==> config.mk <==
export PLATFORM = sky130hd
export DESIGN_NAME = coms_master
export DESIGN_NICKNAME = d
export VERILOG_FILES = /design/src/rtl/coms_master.sv
export SDC_FILE = /design/constraint.sdc
export NUM_CORES = 1
export LEC_CHECK = 0
export ABC_AREA = 1
export CORE_MARGIN = 2
export CORE_UTILIZATION = 57
export DETAILED_ROUTE_END_ITERATION = 16
export PLACE_DENSITY = 0.87
export RECOVER_POWER = 100
export SYNTH_ARGS = -nofsm -noshare
export SYNTH_HDL_FRONTEND = slang
export SYNTH_SLANG_ARGS = --single-unit
==> constraint.sdc <==
create_clock -name CLK -period 26 [get_ports CLK]
set_clock_uncertainty 0.2 [all_clocks]
set_input_delay 5.2 -clock CLK [delete_from_list [all_inputs] [get_ports CLK]]
set_output_delay 5.2 -clock CLK [all_outputs]
set_load 0.01 [all_outputs]
==> src/rtl/coms_master.sv <==
// RS485 bus master: builds status-poll / setpoint frames, streams them to the
// UART transmitter, then hunts for and validates the 28-byte status response.
//
// state      | meaning
// -----------+-----------------------------------------------------------
// IDLE       | waiting for start_status / start_setpoint
// BUILD      | frame latched, CRC folded in one byte per cycle
// SEND       | driver enabled, bytes handed to the UART one at a time
// WAIT_MAGIC | sliding 4-byte window looking for 1C EB 00 DA
// RECEIVE    | storing the 24 bytes that follow the magic number
// CHECK      | CRC over stored bytes 0..21, compare CRC and board ID
module coms_master #(
    parameter int TIMEOUT_CYCLES = 100000
) (
    input  logic               CLK,
    input  logic               reset,
    input  logic               start_status,
    input  logic               start_setpoint,
    input  logic [7:0]         target_id,
    input  logic signed [23:0] setpoint_cmd,
    input  logic [23:0]        color_cmd,
    output logic [7:0]         tx_data,
    output logic               tx_transmit,
    input  logic               tx_active,
    input  logic               tx_done,
    input  logic               rx_data_ready,
    input  logic [7:0]         rx_data,
    output logic               driver_enable,
    output logic               busy,
    output logic               status_valid,
    output logic               crc_error,
    output logic               timeout,
    output logic [7:0]         rsp_id,
    output logic [7:0]         rsp_control_mode,
    output logic signed [23:0] rsp_enc0,
    output logic signed [23:0] rsp_enc1,
    output logic signed [23:0] rsp_setpoint,
    output logic signed [23:0] rsp_duty,
    output logic signed [23:0] rsp_displacement,
    output logic signed [15:0] rsp_current,
    output logic [23:0]        rsp_color
);

    typedef enum logic [2:0] {IDLE, BUILD, SEND, WAIT_MAGIC, RECEIVE, CHECK} state_t;

    localparam int          TW        = $clog2(TIMEOUT_CYCLES + 1);
    localparam logic [TW-1:0] TMR_LOAD = TW'(TIMEOUT_CYCLES);
    localparam logic [31:0] RSP_MAGIC = 32'h1CEB00DA;

    state_t        state, state_nxt;
    logic          is_status;
    logic [7:0]    tgt_id;
    logic [7:0]    frame_buf [13];
    logic [7:0]    rx_buf [24];
    logic [3:0]    tx_idx, build_idx;
    logic [4:0]    rx_cnt, chk_idx;
    logic [15:0]   crc, crc_step;
    logic [7:0]    crc_data;
    logic          tx_started, tx_pending;
    logic          rx_ready_d, rx_strobe;
    logic [31:0]   window, win_next;
    logic [TW-1:0] tmr;
    logic [3:0]    payload_last, frame_last;

    // MSB-first CRC-16, polynomial 0x8005, one byte folded in
    function automatic logic [15:0] crc16_byte(input logic [15:0] c, input logic [7:0] d);
        logic [15:0] r;
        r = c ^ {d, 8'h00};
        for (int i = 0; i < 8; i++)
            r = r[15] ? ((r << 1) ^ 16'h8005) : (r << 1);
        return r;
    endfunction

    assign payload_last  = is_status ? 4'd4 : 4'd10;
    assign frame_last    = is_status ? 4'd6 : 4'd12;
    assign crc_data      = (state == CHECK) ? rx_buf[chk_idx] : frame_buf[build_idx];
    assign crc_step      = crc16_byte(crc, crc_data);
    assign rx_strobe     = rx_data_ready & ~rx_ready_d;
    assign win_next      = {window[23:0], rx_data};
    assign tx_data       = frame_buf[tx_idx];
    assign busy          = (state != IDLE);
    assign driver_enable = (state == SEND);

    // State register
    always_ff @(posedge CLK or posedge reset) begin
        if (reset) state <= IDLE;
        else       state <= state_nxt;
    end

    // Next-state decode and transmit strobe
    always_comb begin
        state_nxt   = state;
        tx_transmit = 1'b0;
        case (state)
            IDLE:       if (start_status || start_setpoint) state_nxt = BUILD;
            BUILD:      if (build_idx == payload_last) state_nxt = SEND;
            SEND: begin
                if ((!tx_started && !tx_active) || tx_pending) tx_transmit = 1'b1;
                if (tx_done && tx_started && tx_idx == frame_last)
                    state_nxt = is_status ? WAIT_MAGIC : IDLE;
            end
            WAIT_MAGIC: begin
                if (rx_strobe) begin
                    if (win_next == RSP_MAGIC) state_nxt = RECEIVE;
                end else if (tmr == TW'(1)) begin
                    state_nxt = IDLE;
                end
            end
            RECEIVE: begin
                if (rx_strobe) begin
                    if (rx_cnt == 5'd23) state_nxt = CHECK;
                end else if (tmr == TW'(1)) begin
                    state_nxt = IDLE;
                end
            end
            CHECK:      if (chk_idx == 5'd22) state_nxt = IDLE;
            default:    state_nxt = IDLE;
        endcase
    end

    // Frame buffers, CRC engine, timeout down-counter and result registers
    always_ff @(posedge CLK or posedge reset) begin
        if (reset) begin
            is_status        <= 1'b0;
            tgt_id           <= '0;
            for (int i = 0; i < 13; i++) frame_buf[i] <= '0;
            for (int i = 0; i < 24; i++) rx_buf[i] <= '0;
            tx_idx           <= '0;
            build_idx        <= '0;
            rx_cnt           <= '0;
            chk_idx          <= '0;
            crc              <= 16'hFFFF;
            tx_started       <= 1'b0;
            tx_pending       <= 1'b0;
            rx_ready_d       <= 1'b0;
            window           <= '0;
            tmr              <= '0;
            status_valid     <= 1'b0;
            crc_error        <= 1'b0;
            timeout          <= 1'b0;
            rsp_id           <= '0;
            rsp_control_mode <= '0;
            rsp_enc0         <= '0;
            rsp_enc1         <= '0;
            rsp_setpoint     <= '0;
            rsp_duty         <= '0;
            rsp_displacement <= '0;
            rsp_current      <= '0;
            rsp_color        <= '0;
        end else begin
            rx_ready_d   <= rx_data_ready;
            status_valid <= 1'b0;
            crc_error    <= 1'b0;
            timeout      <= 1'b0;
            case (state)
                IDLE: begin
                    if (start_status || start_setpoint) begin
                        is_status  <= start_status;
                        tgt_id     <= target_id;
                        build_idx  <= 4'd4;
                        crc        <= 16'hFFFF;
                        tx_idx     <= '0;
                        tx_started <= 1'b0;
                        tx_pending <= 1'b0;
                        frame_buf[4] <= target_id;
                        if (start_status) begin
                            frame_buf[0] <= 8'h1C;
                            frame_buf[1] <= 8'hE1;
                            frame_buf[2] <= 8'hCE;
                            frame_buf[3] <= 8'hBB;
                        end else begin
                            for (int i = 0; i < 4; i++) frame_buf[i] <= 8'hD0;
                            frame_buf[5]  <= setpoint_cmd[23:16];
                            frame_buf[6]  <= setpoint_cmd[15:8];
                            frame_buf[7]  <= setpoint_cmd[7:0];
                            frame_buf[8]  <= color_cmd[23:16];
                            frame_buf[9]  <= color_cmd[15:8];
                            frame_buf[10] <= color_cmd[7:0];
                        end
                    end
                end
                BUILD: begin
                    crc       <= crc_step;
                    build_idx <= build_idx + 4'd1;
                    if (build_idx == payload_last) begin
                        frame_buf[payload_last + 4'd1] <= crc_step[15:8];
                        frame_buf[payload_last + 4'd2] <= crc_step[7:0];
                    end
                end
                SEND: begin
                    if (tx_transmit) begin
                        tx_started <= 1'b1;
                        tx_pending <= 1'b0;
                    end
                    if (tx_done && tx_started) begin
                        if (tx_idx != frame_last) begin
                            tx_idx     <= tx_idx + 4'd1;
                            tx_pending <= 1'b1;
                        end else begin
                            window <= '0;
                            tmr    <= TMR_LOAD;
                        end
                    end
                end
                WAIT_MAGIC: begin
                    if (rx_strobe) begin
                        window <= win_next;
                        tmr    <= TMR_LOAD;
                        rx_cnt <= '0;
                    end else if (tmr == TW'(1)) begin
                        timeout <= 1'b1;
                    end else begin
                        tmr <= tmr - TW'(1);
                    end
                end
                RECEIVE: begin
                    if (rx_strobe) begin
                        rx_buf[rx_cnt] <= rx_data;
                        rx_cnt         <= rx_cnt + 5'd1;
                        tmr            <= TMR_LOAD;
                        if (rx_cnt == 5'd23) begin
                            crc     <= 16'hFFFF;
                            chk_idx <= '0;
                        end
                    end else if (tmr == TW'(1)) begin
                        timeout <= 1'b1;
                    end else begin
                        tmr <= tmr - TW'(1);
                    end
                end
                CHECK: begin
                    if (chk_idx != 5'd22) begin
                        crc     <= crc_step;
                        chk_idx <= chk_idx + 5'd1;
                    end else if ({rx_buf[22], rx_buf[23]} == crc && rx_buf[0] == tgt_id) begin
                        status_valid     <= 1'b1;
                        rsp_id           <= rx_buf[0];
                        rsp_control_mode <= rx_buf[1];
                        rsp_enc0         <= {rx_buf[2], rx_buf[3], rx_buf[4]};
                        rsp_enc1         <= {rx_buf[5], rx_buf[6], rx_buf[7]};
                        rsp_setpoint     <= {rx_buf[8], rx_buf[9], rx_buf[10]};
                        rsp_duty         <= {rx_buf[11], rx_buf[12], rx_buf[13]};
                        rsp_displacement <= {rx_buf[14], rx_buf[15], rx_buf[16]};
                        rsp_current      <= {rx_buf[17], rx_buf[18]};
                        rsp_color        <= {rx_buf[19], rx_buf[20], rx_buf[21]};
                    end else begin
                        crc_error <= 1'b1;
                    end
                end
                default: ;
            endcase
        end
    end

endmodule

==> results of run 1 <==
[power by group through the flow]
| stage | sequential [mW] | combinational, mW | clock [mW] |
|---|---|---|---|
| after global placement | 1.07 | 1.04 | 0 |
| after global routing | 1.08 | 1.22 | 0.872 |
| after detailed placement | 1.08 | 1.08 | 0 |
| final | 1.07 | 1.10 | 0.833 |
| after floorplan | 1.02 | 0.816 | 0 |
| after CTS | 1.06 | 1.09 | 0.837 |
[registers in the layout, summed over array words and instances, names as in the netlist, 16 cells and up]
register	cells
rx_buf	192
frame_buf	75
rsp_color	24
rsp_displacement	24
rsp_duty	24
rsp_enc0	24
rsp_enc1	24
rsp_setpoint	24
window	24
tmr	17
crc	16
rsp_current	16
[worst reg2reg max path: stages (launching register included)]
cell      delay (ps)
dfrtp_1         1040
inv_1            340
ha_1             210
nand4_1          140
nor2_1          1840
clkbuf_1        1400
clkbuf_1        3130
mux2_2           740
[synth_stat cells (all sizes together) (4+ instances only)]
master	number
nand2	532
dfrtp	520
o21ai	444
inv	252
nor2	233
nand3	181
a21oi	164
mux2	125
clkbuf	96
buf	59
xor2	24
o211ai	22
nor3	20
o22ai	18
dfstp	16
nor4	16
nand4	13
a22oi	12
ha	10
a31oi	7
xnor2	7
a32o	6
clkinv	6
o221ai	4
[how the worst max path moves through the flow]
stage,startpoint,end,slack [ps],cells after the start
floorplan,reset,build_idx[0],5650,1
global route,reset,frame_buf[49],9590,4
detailed placement,tx_active,tx_transmit,14190,5
CTS,tx_active,tx_transmit,14180,5
global placement,tx_active,tx_transmit,14140,5
finish,reset,frame_buf[49],11560,4
[layer usage]
metal	up-vias	global-route usage	share of wire
met5	-	0	0
met4	0	0.173	0.051
met3	269	0.0628	0.088
met2	1241	0.545	0.47
met1	10487	0.445	0.39
li1	9685	-	-
[per-stage QoR]
stage	hold WS, ps	utilization	std cells
floorplan	253	-	2806
global route	319	0.684	3615
CTS	288	0.686	3615
global placement	266	0.642	3516
finish	290	0.684	3616
detailed placement	274	0.642	3516
[cells in the final DEF, fill, tap and decap left out, types with 3 or more instances in the layout]
cell type | netlist | layout
nand2_1 | 528 | 529
dfrtp_1 | 520 | 519
o21ai_0 | 430 | 433
inv_1 | 244 | 247
nor2_1 | 228 | 228
dlygate4sd3_1 | 0 | 192
nand3_1 | 180 | 180
a21oi_1 | 163 | 163
mux2_2 | 125 | 122
clkdlybuf4s50_1 | 0 | 68
clkbuf_16 | 0 | 55
clkbuf_1 | 95 | 23
xor2_1 | 22 | 22
o211ai_1 | 21 | 21
nor3_1 | 18 | 19
o22ai_1 | 18 | 18
nor4_1 | 15 | 16
dfstp_2 | 16 | 15
clkbuf_8 | 0 | 14
nand4_1 | 13 | 13
a22oi_1 | 12 | 12
o21ai_1 | 12 | 10
ha_1 | 10 | 10
buf_4 | 10 | 9
xnor2_1 | 7 | 7
a31oi_1 | 7 | 7
clkinv_1 | 6 | 6
a32o_1 | 6 | 6
bufinv_16 | 0 | 6
clkinv_2 | 0 | 5
inv_2 | 8 | 4
o221ai_1 | 4 | 4
nor2_2 | 3 | 3
or2_2 | 3 | 3
nand2_2 | 4 | 3
mux2_1 | 0 | 3
clkinvlp_4 | 0 | 3
[layout make-up]
type | count | area share
Clock buffer | 82 | 0.0550
Inverter | 258 | 0.0330
Multi-Input combinational cell | 1857 | 0.328
Clock inverter | 17 | 0.00928
Timing Repair Buffer | 280 | 0.0928
Tap cell | 585 | 0.0249
Antenna cell | 1 | 0.0000851
Sequential cell | 536 | 0.457
[cell families (layout without fill, tap and decap cells)]
logic type	count (synthesis)	count (layout)	synth area share
XOR/XNOR	31	31	0.0116
AND/OR/NAND/NOR	1003	1003	0.169
multiplexers	126	126	0.0572
adder cells (fa/ha/maj)	10	10	0.00505
flip-flops	536	536	0.542
other	0	1	0
buffers and inverters	413	637	0.0684
AO/OA/AOI/OAI	687	687	0.147
==> metrics.txt, run 1 <==
status=finished, violations left; failing checks=capacitance limit, slew limit; Clk pwr share=0.277; Die X=213 um; clock buffer count from CTS=54; startpoint types=input port; GR Overflow Total=0; synth warn=0; IO Pins=261; largest net degree at the start of global routing=197; Die H=213 um; initial core utilization=0.577; DP Worst Slack=14,190 ps; initial antenna violation count=3; CTS Sinks=536; Slew headroom=-2.80; Placement Cell Area=0.0276 mm2; Total Power=3.00 mW; Final setup viols=0; initial DRC count=3,015; vias in the first global route=21,478; CP Capture Type=asynchronous set/reset pin; ranking of synthesized cells by area=dfrtp_1 52%, o21ai_0 8.7%, nand2_1 8.0%; Hold Crit Endpoint=rx_buf[43]; Worst Path Max Fanout=128; Seq pwr share=0.355; # Post-CTS Setup Buffers=0; area grow syn2layout=18.6%; Reg2Reg Launch Point=chk_idx[0]; Synth Flop Type=dfrtp_1; Syn Inst Count=2,806; hold path cells=2; Die Area=0.0452 mm2; EDFF count, synth=0; syn nets=2,887; crit-path cells=dlygate4sd3_1 -> clkinvlp_2 -> clkbuf_1 -> clkbuf_1; Synth top area share=0.525; WL final=76,100 um; clock-pin transition on the worst setup and hold timing paths=60 ps; RSZ-0062 raised after global routing=false; CP Data Arrival Time=14,300 ps; register area share after synthesis=0.542; top cell type by total area after synthesis=dfrtp_1; number of distinct library cells after synthesis=55; WP data required=25,860 ps; Net Sw Frac=0.409; CTS resizes=0; Vias=21,682; drt first pass iters=6; depth of the worst register-to-register path=7; post-route minimum period=14,440 ps; syn avg cell area=8.83 um2; Crit-path slowest cell=clkinvlp_2; gr usage total=0.340; Register Area=0.0134 mm2; leakage=14.2 nW; final hold vios=0; Crit path max-delay family=buffers and inverters; CP bufs+invs=4; Comb power frac=0.368; Least-Margin Pin Slew=5670 ps; CP max stage delay=3150 ps; CTS tree=done; cell mode on critical path=clkbuf_1; core area=0.0430 mm2; Post-DP HPWL=50,900 um; Setup WS post-layout=11,560 ps; share of cells above drive strength 1=0.0848; switching power=1.23 mW; remaining antenna violation count=0; Port Buffers=260; layout filler cell count=3,209; Residual DRC=0; wire per inst=21.0 um; Worst Hold Launch=rx_buf[43]; fmax=69.3 MHz; Worst VDD drop=0.0000883 V; worst skew pair latency=630 ps; cell-internal power=1.78 mW; final instance area=0.0294 mm2; htree depth=2; Netlist Area Pre-Place=0.0248 mm2; Final Max Tran Viols=819; Multi-input gate area=0.00964 mm2; row cnt=76; Critical R2R Capture=rsp_enc1[8]; # hold bufs at CTS=0; Final nets=3,068; Max Cap Viol=13; ys async rst share=1.00; Seq cells post-synth=536; Clock Tree Root=clkbuf_16; Vias/cell=6.00; Pwr Density=102 mW/mm2; final period utilization=0.555; crit path kind=input port to asynchronous set/reset pin; TNS Setup=0 ps; worst hold-check path type=flop to flop; Final GP Congestion=0.970; FF-to-FF setup slack=16,870 ps; maximum clock path buffer count=3; first-pass GRT wire length=119,000 um
Power figures use the tool's default switching activity.
==> run 2, diff against run 1 <==
clock period = 14.1 ns   (was 26 ns; I/O delays follow)
==> run 2 against run 1 <==
  * The flow still finishes with violations (capacitance limit, slew limit)
  * Sequential power is 83% higher
  * Non-clock buffer count is 3 higher
  * Design area is 0.16% lower
  * Largest cell class unchanged
==> metrics.txt, run 2 (same netlist as run 1, synthesis figures left out) <==
Die H=213 um; final instance area=0.0293 mm2; worst hold-check path type=flop to flop; GR Overflow Total=0; Port Buffers=260; max reg flops=192; row cnt=76; fmax=112 MHz; Crit-path slowest cell=clkbuf_1; CP max stage delay=2340 ps; CP bufs+invs=2; most common cell after layout, fill and taps aside=nand2_1; CTS tree=done; htree depth=2; CTS resizes=0; CP Data Arrival Time=9210 ps; cell mode on critical path=clkbuf_1; worst skew pair latency=640 ps; failing checks=capacitance limit, slew limit; Slew headroom=-1.71; Residual DRC=0; startpoint types=flop; largest net degree at the start of global routing=91; Max Cap Viol=11; Vias/cell=5.99; CP Capture Type=flop; wire per inst=21.3 um; Clock Tree Root=clkbuf_16; gr usage total=0.342; Final nets=3,071; Register Area=0.0134 mm2; Placement Cell Area=0.0276 mm2; post-route minimum period=8900 ps; WP data required=14,410 ps; Finished Layout Cells=3,619; Crit path max-delay family=buffers and inverters; Die X=213 um; initial DRC count=2,780; antenna cells=0; FF-to-FF setup slack=5200 ps; remaining antenna violation count=0; Final GP Congestion=0.969; TNS Setup=0 ps; Vias=21,686; share of cells above drive strength 1=0.0864; area grow syn2layout=18.4%; initial antenna violation count=0; final hold vios=0; IO Pins=261; Pwr Density=187 mW/mm2; # hold bufs at CTS=0; crit path kind=flop to flop; Multi-input gate area=0.00964 mm2; initial core utilization=0.577; register name with the most flops=rx_buf; vias in the first global route=21,366; Least-Margin Pin Slew=4070 ps; Worst Path Max Fanout=64; Final setup viols=0; Final Max Tran Viols=604; Die Area=0.0452 mm2; clock-pin transition on the worst setup and hold timing paths=60 ps; WL final=77,200 um; leakage=14.2 nW; core area=0.0430 mm2; commonest cells after routing, fill and taps aside=529 x nand2_1, 518 x dfrtp_1, 433 x o21ai_0; Total Power=5.48 mW; CTS Sinks=536; # Post-CTS Setup Buffers=0; status=finished, violations left; biggest regs=rx_buf: 192 flops, frame_buf: 75 flops; first-pass GRT wire length=119,000 um; RSZ-0062 raised after global routing=false; maximum clock path buffer count=3; crit-path cells=xor2_1 -> nor4_1 -> nor4b_1 -> nand4_1 -> nor2_1 -> clkbuf_1 -> clkbuf_1 -> mux2_2; drt first pass iters=6; dpl cells=3,519; layout filler cell count=3,206; Worst VDD drop=0.000129 V; Post-DP HPWL=52,400 um; final period utilization=0.631; WHS=286 ps; clock buffer count from CTS=54
run 2: report_power, final:
group | internal, mW | total (mW) | switching, mW
logic | 0.615 | 2.05 | 1.43
registers | 1.75 | 1.96 | 0.212
clock network | 0.851 | 1.47 | 0.623
total | 3.22 | 5.48 | 2.27
run 2: worst paths after layout:
| kind | cells past startpoint | endpoint | from |
|---|---|---|---|
| max | 8 | rsp_duty[20] | crc[8] |
| min | 2 | rx_buf[95] | rx_buf[95] |
| max reg2reg | 8 | rsp_duty[20] | crc[8] |
| min reg2reg | 2 | rx_buf[95] | rx_buf[95] |
| max in group asynchronous | 4 | rsp_current[2] | reset |
| min in group asynchronous | 2 | rsp_enc0[20] | reset |
run 2: through the flow:
step	utilization	worst slack (ps)
floorplan	-	3810
global placement	0.642	7000
detailed placement	0.642	7070
CTS	0.685	7060
global route	0.683	4630
finish	0.683	5200
run 2: layer usage:
layer / global-route usage / routed length [um] / up-vias
li1: - / - / 9667
met1: 0.454 / 30000 / 10518
met2: 0.548 / 36600 / 1263
met3: 0.0594 / 6820 / 238
met4: 0.167 / 3760 / 0
met5: 0 / 0 / -
run 2: worst min-delay path, cell delays in order, from the launching register on:
cell	delay (ps)
dfrtp_1	340
nand2_1	50
o21ai_0	60
run 2: area by class of cell:
class,count,area share
clock inverters,13,0.00661
repair buffers,283,0.0934
clock buffers,87,0.0557
flip-flops and latches,536,0.458
inverters,258,0.0330
multi-input cells,1857,0.328
well taps,585,0.0249
